### src/rtl/psec_readout_pkg.sv
// rtl/psec_readout_pkg.sv - shared types and defaults for the readout sequencer
package psec_readout_pkg;

    localparam int DEF_NUM_CH = 8;
    localparam int SEL_W      = $clog2(DEF_NUM_CH);

    typedef enum logic [2:0] {
        IDLE,
        SCAN,
        LOAD,
        WAIT,
        GAP,
        DONE
    } rdo_state_t;

endpackage

### src/rtl/chan_next_finder.sv
// rtl/chan_next_finder.sv - lowest enabled channel at or above a start index
module chan_next_finder
    import psec_readout_pkg::*;
#(
    parameter int NUM_CH = DEF_NUM_CH,
    parameter int CH_W   = $clog2(NUM_CH)
) (
    input  logic [NUM_CH-1:0] mask_i,
    input  logic [CH_W-1:0]   idx_i,
    output logic              found_o,
    output logic [CH_W-1:0]   next_idx_o
);

    // Scan from the top down so the last hit written is the lowest qualifying bit.
    always_comb begin
        found_o    = 1'b0;
        next_idx_o = '0;
        for (int i = NUM_CH - 1; i >= 0; i--) begin
            if (mask_i[i] && (i >= int'(idx_i))) begin
                found_o    = 1'b1;
                next_idx_o = CH_W'(i);
            end
        end
    end

endmodule

### src/rtl/readout_sequencer.sv
// rtl/readout_sequencer.sv - steps the serializer through the enabled readout channels
module readout_sequencer
    import psec_readout_pkg::*;
#(
    parameter int NUM_CH       = DEF_NUM_CH,
    parameter int WORDS_PER_CH = 4,
    parameter int GAP_CYCLES   = 2,
    parameter int TIMEOUT      = 1023
) (
    input  logic                      iclk,
    input  logic                      rstn,
    input  logic                      readout_req,
    input  logic                      abort,
    input  logic [NUM_CH-1:0]         chan_mask,
    input  logic                      ser_word_done,
    output logic [$clog2(NUM_CH)-1:0] select_reg,
    output logic                      load_pulse,
    output logic                      busy,
    output logic                      readout_done,
    output logic                      req_dropped,
    output logic                      timeout_err
);

    localparam int CH_W  = $clog2(NUM_CH);
    localparam int WC_W  = $clog2(WORDS_PER_CH + 1);
    localparam int TO_W  = $clog2(TIMEOUT + 1);
    localparam int GAP_W = (GAP_CYCLES > 1) ? $clog2(GAP_CYCLES) : 1;

    rdo_state_t        state_q, state_d;
    logic [NUM_CH-1:0] mask_q, mask_d;
    logic [CH_W-1:0]   idx_q, idx_d;
    logic [CH_W-1:0]   sel_q, sel_d;
    logic [WC_W-1:0]   word_cnt_q, word_cnt_d;
    logic [TO_W-1:0]   to_cnt_q, to_cnt_d;
    logic [GAP_W-1:0]  gap_cnt_q, gap_cnt_d;
    logic              load_q, load_d;
    logic              busy_q, busy_d;
    logic              done_q, done_d;
    logic              drop_q, drop_d;
    logic              terr_q, terr_d;

    logic              found;
    logic [CH_W-1:0]   next_idx;
    logic              chan_end;
    logic              advance;

    chan_next_finder #(
        .NUM_CH (NUM_CH),
        .CH_W   (CH_W)
    ) u_finder (
        .mask_i     (mask_q),
        .idx_i      (idx_q),
        .found_o    (found),
        .next_idx_o (next_idx)
    );

    // Next-state and registered-output decode; abort overrides everything last.
    always_comb begin
        state_d    = state_q;
        mask_d     = mask_q;
        idx_d      = idx_q;
        sel_d      = sel_q;
        word_cnt_d = word_cnt_q;
        to_cnt_d   = to_cnt_q;
        gap_cnt_d  = gap_cnt_q;
        terr_d     = terr_q;
        load_d     = 1'b0;
        done_d     = 1'b0;
        drop_d     = readout_req && (state_q != IDLE);
        chan_end   = 1'b0;
        advance    = 1'b0;

        case (state_q)
            IDLE: begin
                if (readout_req) begin
                    mask_d  = chan_mask;
                    terr_d  = 1'b0;
                    idx_d   = '0;
                    state_d = SCAN;
                end
            end
            SCAN: begin
                if (found) begin
                    sel_d   = next_idx;
                    load_d  = 1'b1;
                    state_d = LOAD;
                end else begin
                    state_d = DONE;
                end
            end
            LOAD: begin
                word_cnt_d = '0;
                to_cnt_d   = '0;
                state_d    = WAIT;
            end
            WAIT: begin
                if (ser_word_done) begin
                    to_cnt_d   = '0;
                    word_cnt_d = word_cnt_q + WC_W'(1);
                    chan_end   = (word_cnt_q == WC_W'(WORDS_PER_CH - 1));
                end else if (to_cnt_q == TO_W'(TIMEOUT - 1)) begin
                    terr_d   = 1'b1;
                    chan_end = 1'b1;
                end else begin
                    to_cnt_d = to_cnt_q + TO_W'(1);
                end
                if (chan_end) begin
                    if (GAP_CYCLES == 0) begin
                        advance = 1'b1;
                    end else begin
                        gap_cnt_d = '0;
                        state_d   = GAP;
                    end
                end
            end
            GAP: begin
                if (gap_cnt_q == GAP_W'(GAP_CYCLES - 1)) begin
                    advance = 1'b1;
                end else begin
                    gap_cnt_d = gap_cnt_q + GAP_W'(1);
                end
            end
            DONE: begin
                done_d  = 1'b1;
                state_d = IDLE;
            end
            default: state_d = IDLE;
        endcase

        // Leaving a channel: scan upward from the next index; never wrap past the top.
        if (advance) begin
            if (sel_q == CH_W'(NUM_CH - 1)) begin
                state_d = DONE;
            end else begin
                idx_d   = sel_q + CH_W'(1);
                state_d = SCAN;
            end
        end

        busy_d = (state_d != IDLE);

        if (abort) begin
            state_d = IDLE;
            sel_d   = '0;
            load_d  = 1'b0;
            done_d  = 1'b0;
            busy_d  = 1'b0;
        end
    end

    // State, counters and output registers.
    always_ff @(posedge iclk or negedge rstn) begin
        if (!rstn) begin
            state_q    <= IDLE;
            mask_q     <= '0;
            idx_q      <= '0;
            sel_q      <= '0;
            word_cnt_q <= '0;
            to_cnt_q   <= '0;
            gap_cnt_q  <= '0;
            load_q     <= 1'b0;
            busy_q     <= 1'b0;
            done_q     <= 1'b0;
            drop_q     <= 1'b0;
            terr_q     <= 1'b0;
        end else begin
            state_q    <= state_d;
            mask_q     <= mask_d;
            idx_q      <= idx_d;
            sel_q      <= sel_d;
            word_cnt_q <= word_cnt_d;
            to_cnt_q   <= to_cnt_d;
            gap_cnt_q  <= gap_cnt_d;
            load_q     <= load_d;
            busy_q     <= busy_d;
            done_q     <= done_d;
            drop_q     <= drop_d;
            terr_q     <= terr_d;
        end
    end

    assign select_reg   = sel_q;
    assign load_pulse   = load_q;
    assign busy         = busy_q;
    assign readout_done = done_q;
    assign req_dropped  = drop_q;
    assign timeout_err  = terr_q;

endmodule
### config.mk
export PLATFORM = sky130hd
export DESIGN_NAME = readout_sequencer
export DESIGN_NICKNAME = d
export VERILOG_FILES = /design/src/rtl/psec_readout_pkg.sv /design/src/rtl/chan_next_finder.sv /design/src/rtl/readout_sequencer.sv
export SDC_FILE = /design/constraint.sdc
export NUM_CORES = 1
export LEC_CHECK = 0
export CAP_MARGIN = 30
export CORE_ASPECT_RATIO = 0.5
export CORE_MARGIN = 3
export CORE_UTILIZATION = 30
export DETAILED_ROUTE_END_ITERATION = 8
export REMOVE_ABC_BUFFERS = 1
export SLEW_MARGIN = 20
export SYNTH_ARGS = -nofsm -noshare
export SYNTH_HDL_FRONTEND = slang
export SYNTH_SLANG_ARGS = --single-unit
### constraint.sdc
create_clock -name iclk -period 4.7 [get_ports iclk]
set_input_delay 1.175 -clock iclk [delete_from_list [all_inputs] [get_ports iclk]]
set_output_delay 1.175 -clock iclk [all_outputs]
set_load 0.02 [all_outputs]
# Word level (Yosys, flattened, before mapping)

Index checks and enable logic that the tools add are counted.

Bits in registers: 36
Input bits: 13
Output and inout bits: 8
Word-level logic and storage cells: 112

Add/subtract/negate cells: 4
$lt $le $gt $ge: 7
Equal/unequal tests: 14
Mux-type cells: 53
Reductions and logical operators: 22

Operators by type and width:

| operator                                                          | count |
|---|---|
| 2-to-1 mux 3 bit                                                  | 22 |
| 2-to-1 mux 1 bit                                                  | 24 |
| 2-to-1 mux 10 bit                                                 | 2 |
| one-hot mux 10 bit (2 select lines)                               | 1 |
| one-hot mux 3 bit (5 select lines)                                | 1 |
| adder 10 x 1 -> 10 bit (second input constant)                    | 1 |
| == test 10 bit (second input constant)                            | 1 |
| != test 2 bit (second input constant)                             | 5 |
| AND reduction 2 bit                                               | 5 |
| nonzero test 2 bit                                                | 5 |
| == test 3 x 2 -> 1 bit (second input constant)                    | 3 |
| == test 3 bit (second input constant)                             | 3 |
| greater-or-equal comparator 3 bit (first input constant)          | 3 |
| logical AND 1 bit                                                 | 8 |
| adder 3 x 1 -> 3 bit (second input constant)                      | 2 |
| greater-or-equal comparator 1 x 3 -> 1 bit (first input constant) | 2 |
| greater-or-equal comparator 2 x 3 -> 1 bit (first input constant) | 2 |
| one-hot mux 3 bit (2 select lines)                                | 1 |
| nonzero test 3 bit                                                | 2 |
| one-hot mux 1 bit (2 select lines)                                | 2 |
| AND reduction 4 bit                                               | 1 |
| == test 3 x 1 -> 1 bit (second input constant)                    | 1 |
| zero test 3 bit                                                   | 1 |
| != test 3 bit (second input constant)                             | 1 |
| adder 1 bit (second input constant)                               | 1 |

# Longest topological paths before layout

Word-level depth: 14
Mapped depth: 8
Gate-level depth less buffers: 7

# Cells and area by module

From an unflattened synthesis, not the netlist that was laid out.

Cells, all modules: 207
Area total of the unflattened synthesis: 2039.5 um^2

Modules (own cells, without submodules):

| module            | instances | cells an instance | area each (um^2) | seq. area each (um^2) |
|---|---|---|---|---|
| readout_sequencer | 1         | 178               | 1858.0           | 900.9 |
| chan_next_finder  | 1         | 29                | 181.4            | 0.0 |

# Least setup slack after synthesis

Ideal clock, no wire load.

Path kind: input to register
Start: input port ser_word_done
End: register to_cnt_q[5]
Library setup time: 0.103 ns
Arrival: 2.017 ns
Data required time: 4.597 ns
Setup slack: 2.580 ns
Stages on the path: 5
Buffers on the path: 1
Cell sequence: nor4b_4 -> a21o_1 -> or2_1 -> buf_2 -> o41ai_2

Word-level cells in the longest chain between the ends: 2
Elaborated cells between the ends (all ways): 4
Those cells by class: eq/ne (1); mux (2); reduce/logical (1)

Ends and longest elaborated chain:

| item                                                                              | line                     | source |
|---|---|---|
| from (decl)                                                                       | readout_sequencer.sv:15  | `input logic ser_word_done,` |
| 2-to-1 mux 10 bit / != test 3 bit (equally long branches)                         | --                       |  |
| one-hot mux 10 bit (2 select lines) / AND reduction 2 bit (equally long branches) | --                       |  |
| to (signal assigned)                                                              | readout_sequencer.sv:172 | `to_cnt_q <= to_cnt_d;` |
| to (decl)                                                                         | readout_sequencer.sv:34  | `logic [TO_W-1:0] to_cnt_q, to_cnt_d;` |

Parallel ways exist; a longest one is shown, timed or not.
A chain may end at the register's enable or synchronous reset.

# Worst setup path after layout

Start: input port ser_word_done
End: register to_cnt_q[9]

Same word-level chain as after synthesis.

==> qor.txt <==
====================================================================================
Worst slew margin relative to its limit ...............................       65.30%
Synth cell types ......................................................           46
Critical Path, Cell by Cell ........................................... clkdlybuf4s50_1 -> nor4b_4 -> a21o_1 -> or2_1 -> o31ai_1
Clock buffer count from CTS ...........................................            5
Worst clock skew ......................................................     4.975 ps
Clock slew seen by the registers of the worst setup and hold paths ....        50 ps
Cell count of the worst hold path .....................................            1
Initial antenna violation count .......................................            0
Fin Setup TNS .........................................................         0 ps
Maximum resistive drop on vdd .........................................    0.1295 mV
First-iteration detailed-routing DRC count ............................           77
Final worst setup slack ...............................................      1943 ps
Clock sinks ...........................................................           36
Diode count ...........................................................            0
Ratio of total power to cell area ..................................... 370.9 nW/um2
Top_reg_cell synth ....................................................      dfrtp_1
Setup Crit Path Kind .................................................. input pin to flop
Tightest Hold Check Type .............................................. flop to flop
Gate count after technology mapping ...................................          185
Crit path launch type .................................................    input pin
DR pass1 iterations ...................................................            4
Count of flip-flops with a built-in enable after synthesis ............            0
Pin count of the biggest net entering global routing ..................           37
Post CTS Setup Buffer Count ...........................................            0
Average footprint of a synthesized cell ...............................    10.02 um2
Synth warnings ........................................................            0
Detailed-placement wirelength estimate ................................      2719 um
Worst slew pin tran ...................................................     520.5 ps
Minimum clock period ..................................................      2757 ps
Global router's overall resource usage ................................       11.83%
Path length in cells of the critical path .............................            5
CTS tree ..............................................................          yes
Weighted congestion at the end of routability-driven global placement .       0.8111
Proportion of synthesized chip area in sequential cells ...............       48.62%
Achievable frequency ..................................................    362.8 MHz
Buffer type at the clock tree root ....................................    clkbuf_16
I/O pin total .........................................................           21
Core region area ......................................................     5729 um2
Number of H-tree branching levels .....................................            2
Final-report hold violation count .....................................            0
Horizontal die dimension ..............................................     117.1 um
Total number of placement rows ........................................           19
Critical path data arrival time .......................................      2900 ps
Most common cell after layout, fill and taps aside ....................      dfrtp_1
Kind of cell adding the most delay to the critical path ............... simple AND/OR/NAND/NOR gates
Port buffer count .....................................................           20
Overall die area ......................................................     7213 um2
Commonest cells after routing, fill and taps aside .................... dfrtp_1, clkdlybuf4s50_1, nand2_1
Area growth from synthesis to layout ..................................       23.36%
Outcome ............................................................... finished, final reports clean
Leakage power of the design ...........................................    0.9408 nW
Quantity of gates resized following cts ...............................            0
Delay of the slowest cell on the worst path ...........................       550 ps
Post-CTS Hold Buffers .................................................            0
Post-placement worst setup slack ......................................      1659 ps
Synth Register Bits ...................................................           36
Number of nets in the layout ..........................................          226
Logic depth of the worst register-to-register path ....................            7
Number of max-capacitance violations reported .........................            0
Remaining Overflow, GRT ...............................................            0
Routed Wire Length ....................................................      3791 um
Number of slew-limit violations in the final report ...................            0
Largest register by flop count ........................................     to_cnt_q
Critical path peak fanout .............................................           14
CP Data Required Time .................................................      4850 ps
Crit path max-delay cell type ......................................... clkdlybuf4s50_1
Chip Height ...........................................................     61.58 um
Number of flip-flops under the largest register name ..................           10
Worst path buffer plus inverter count .................................            1
Ys async rst share ....................................................       100.0%
Number of remaining DRC errors ........................................            0
Initial standard-cell utilization of the core .........................       32.34%
Final Hold Slack ......................................................     481.6 ps
Total design power ....................................................  0.0008478 W
Overall via count from detail_route ...................................        1,417
Biggest registers after layout ........................................ to_cnt_q: 10 flops, mask_q: 8 flops
Final worst-path cycle share ..........................................       58.65%
CTS max path bufs .....................................................            2
Post-detailed-route count of antenna-violating nets ...................            0
Wire length of the first global-routing pass ..........................      6548 um
Clock latency at the later pin of the worst-skew pair .................       280 ps
Cell area after synthesis .............................................     1853 um2
# setup viols final ...................................................            0
Critical Path Sink Type ...............................................         flop
Fraction of final layout cells with drive strength greater than 1 .....       5.769%
Unrepaired setup endpoints after global routing .......................           no
Via count of the first global-routing pass ............................        1,343
WL per Instance .......................................................     12.98 um
Vias per std cell .....................................................        4.853
====================================================================================
-- Yosys cell counts (all sizes together) (2+ instances only) --
| library cell | instances | area share, % |
|---|---|---|
| a21o | 2 | 0.81 |
| a21oi | 11 | 3.0 |
| a22o | 3 | 1.4 |
| a31oi | 2 | 0.68 |
| and4 | 2 | 1.1 |
| buf | 4 | 1.0 |
| clkbuf | 2 | 0.41 |
| dfrtp | 36 | 49 |
| ha | 6 | 4.1 |
| inv | 8 | 1.6 |
| mux2 | 7 | 4.3 |
| nand2 | 16 | 3.2 |
| nand2b | 6 | 2.0 |
| nand3 | 6 | 1.6 |
| nor2 | 13 | 2.6 |
| nor2b | 9 | 3.0 |
| nor3 | 3 | 0.81 |
| nor3b | 2 | 0.81 |
| o211ai | 2 | 0.81 |
| o21ai | 18 | 4.9 |
| o31ai | 4 | 1.6 |
| o41ai | 3 | 2.2 |
| or2 | 2 | 0.68 |
-- metal layers --
metal,routed length (um),up-vias,global-route usage (%),part of all wire (%)
met5,0,-,0,0
met4,58,0,4.412,1.5
met3,122,5,2.944,3.2
met2,1640,24,17.20,43
met1,1969,674,17.07,52
li1,-,714,-,-
-- final timing paths --
path                            slack, ps                     from                        end
worst max-delay path                 1940            ser_word_done    to_cnt_q[9]$_DFFE_PN0P_
worst min-delay path                  480    mask_q[0]$_DFFE_PN0P_      mask_q[0]$_DFFE_PN0P_
worst max register to register       2570  to_cnt_q[0]$_DFFE_PN0P_    to_cnt_q[9]$_DFFE_PN0P_
worst min register to register        480    mask_q[0]$_DFFE_PN0P_      mask_q[0]$_DFFE_PN0P_
max in group asynchronous            3070                     rstn  select_reg[1]$_DFFE_PN0P_
min in group asynchronous            1320                     rstn    to_cnt_q[5]$_DFFE_PN0P_
-- per-stage QoR --
step	area, um2	cells	util (%)
after floorplan	1827	179	-
after global placement	2140	284	37.34
after detailed placement	2140	284	37.34
after CTS	2286	292	39.90
after global routing	2286	292	39.90
final	2286	292	39.90
-- area by class of cell --
type | instances | area, um2
Fill cell | 550 | 3443
Multi-Input combinational cell | 135 | 895.9
Timing Repair Buffer | 21 | 207.7
Clock buffer | 8 | 146.4
Sequential cell | 36 | 900.9
Inverter | 8 | 30.03
Tap cell | 84 | 105.1
-- logic make-up (layout without fill, tap and decap cells) --
group                      after synthesis  count (layout)  share of synthesized area, %
AOI/OAI and AO/OA                       54              54                         19.65
xor gates and xnor gates                 2               2                        0.9455
adders and majority gates                6               6                         4.051
buffers and inverters                   14              37                         3.038
DFF                                     36              36                         48.62
muxes                                    7               7                         4.254
and+or+nand+nor                         66              66                         19.45
-- power breakdown --
part	internal [W]	switching (W)
sequential	0.000343	0.0000289
combinational	0.0000725	0.0000755
clock	0.000211	0.000117
Power figures use the tool's default switching activity.
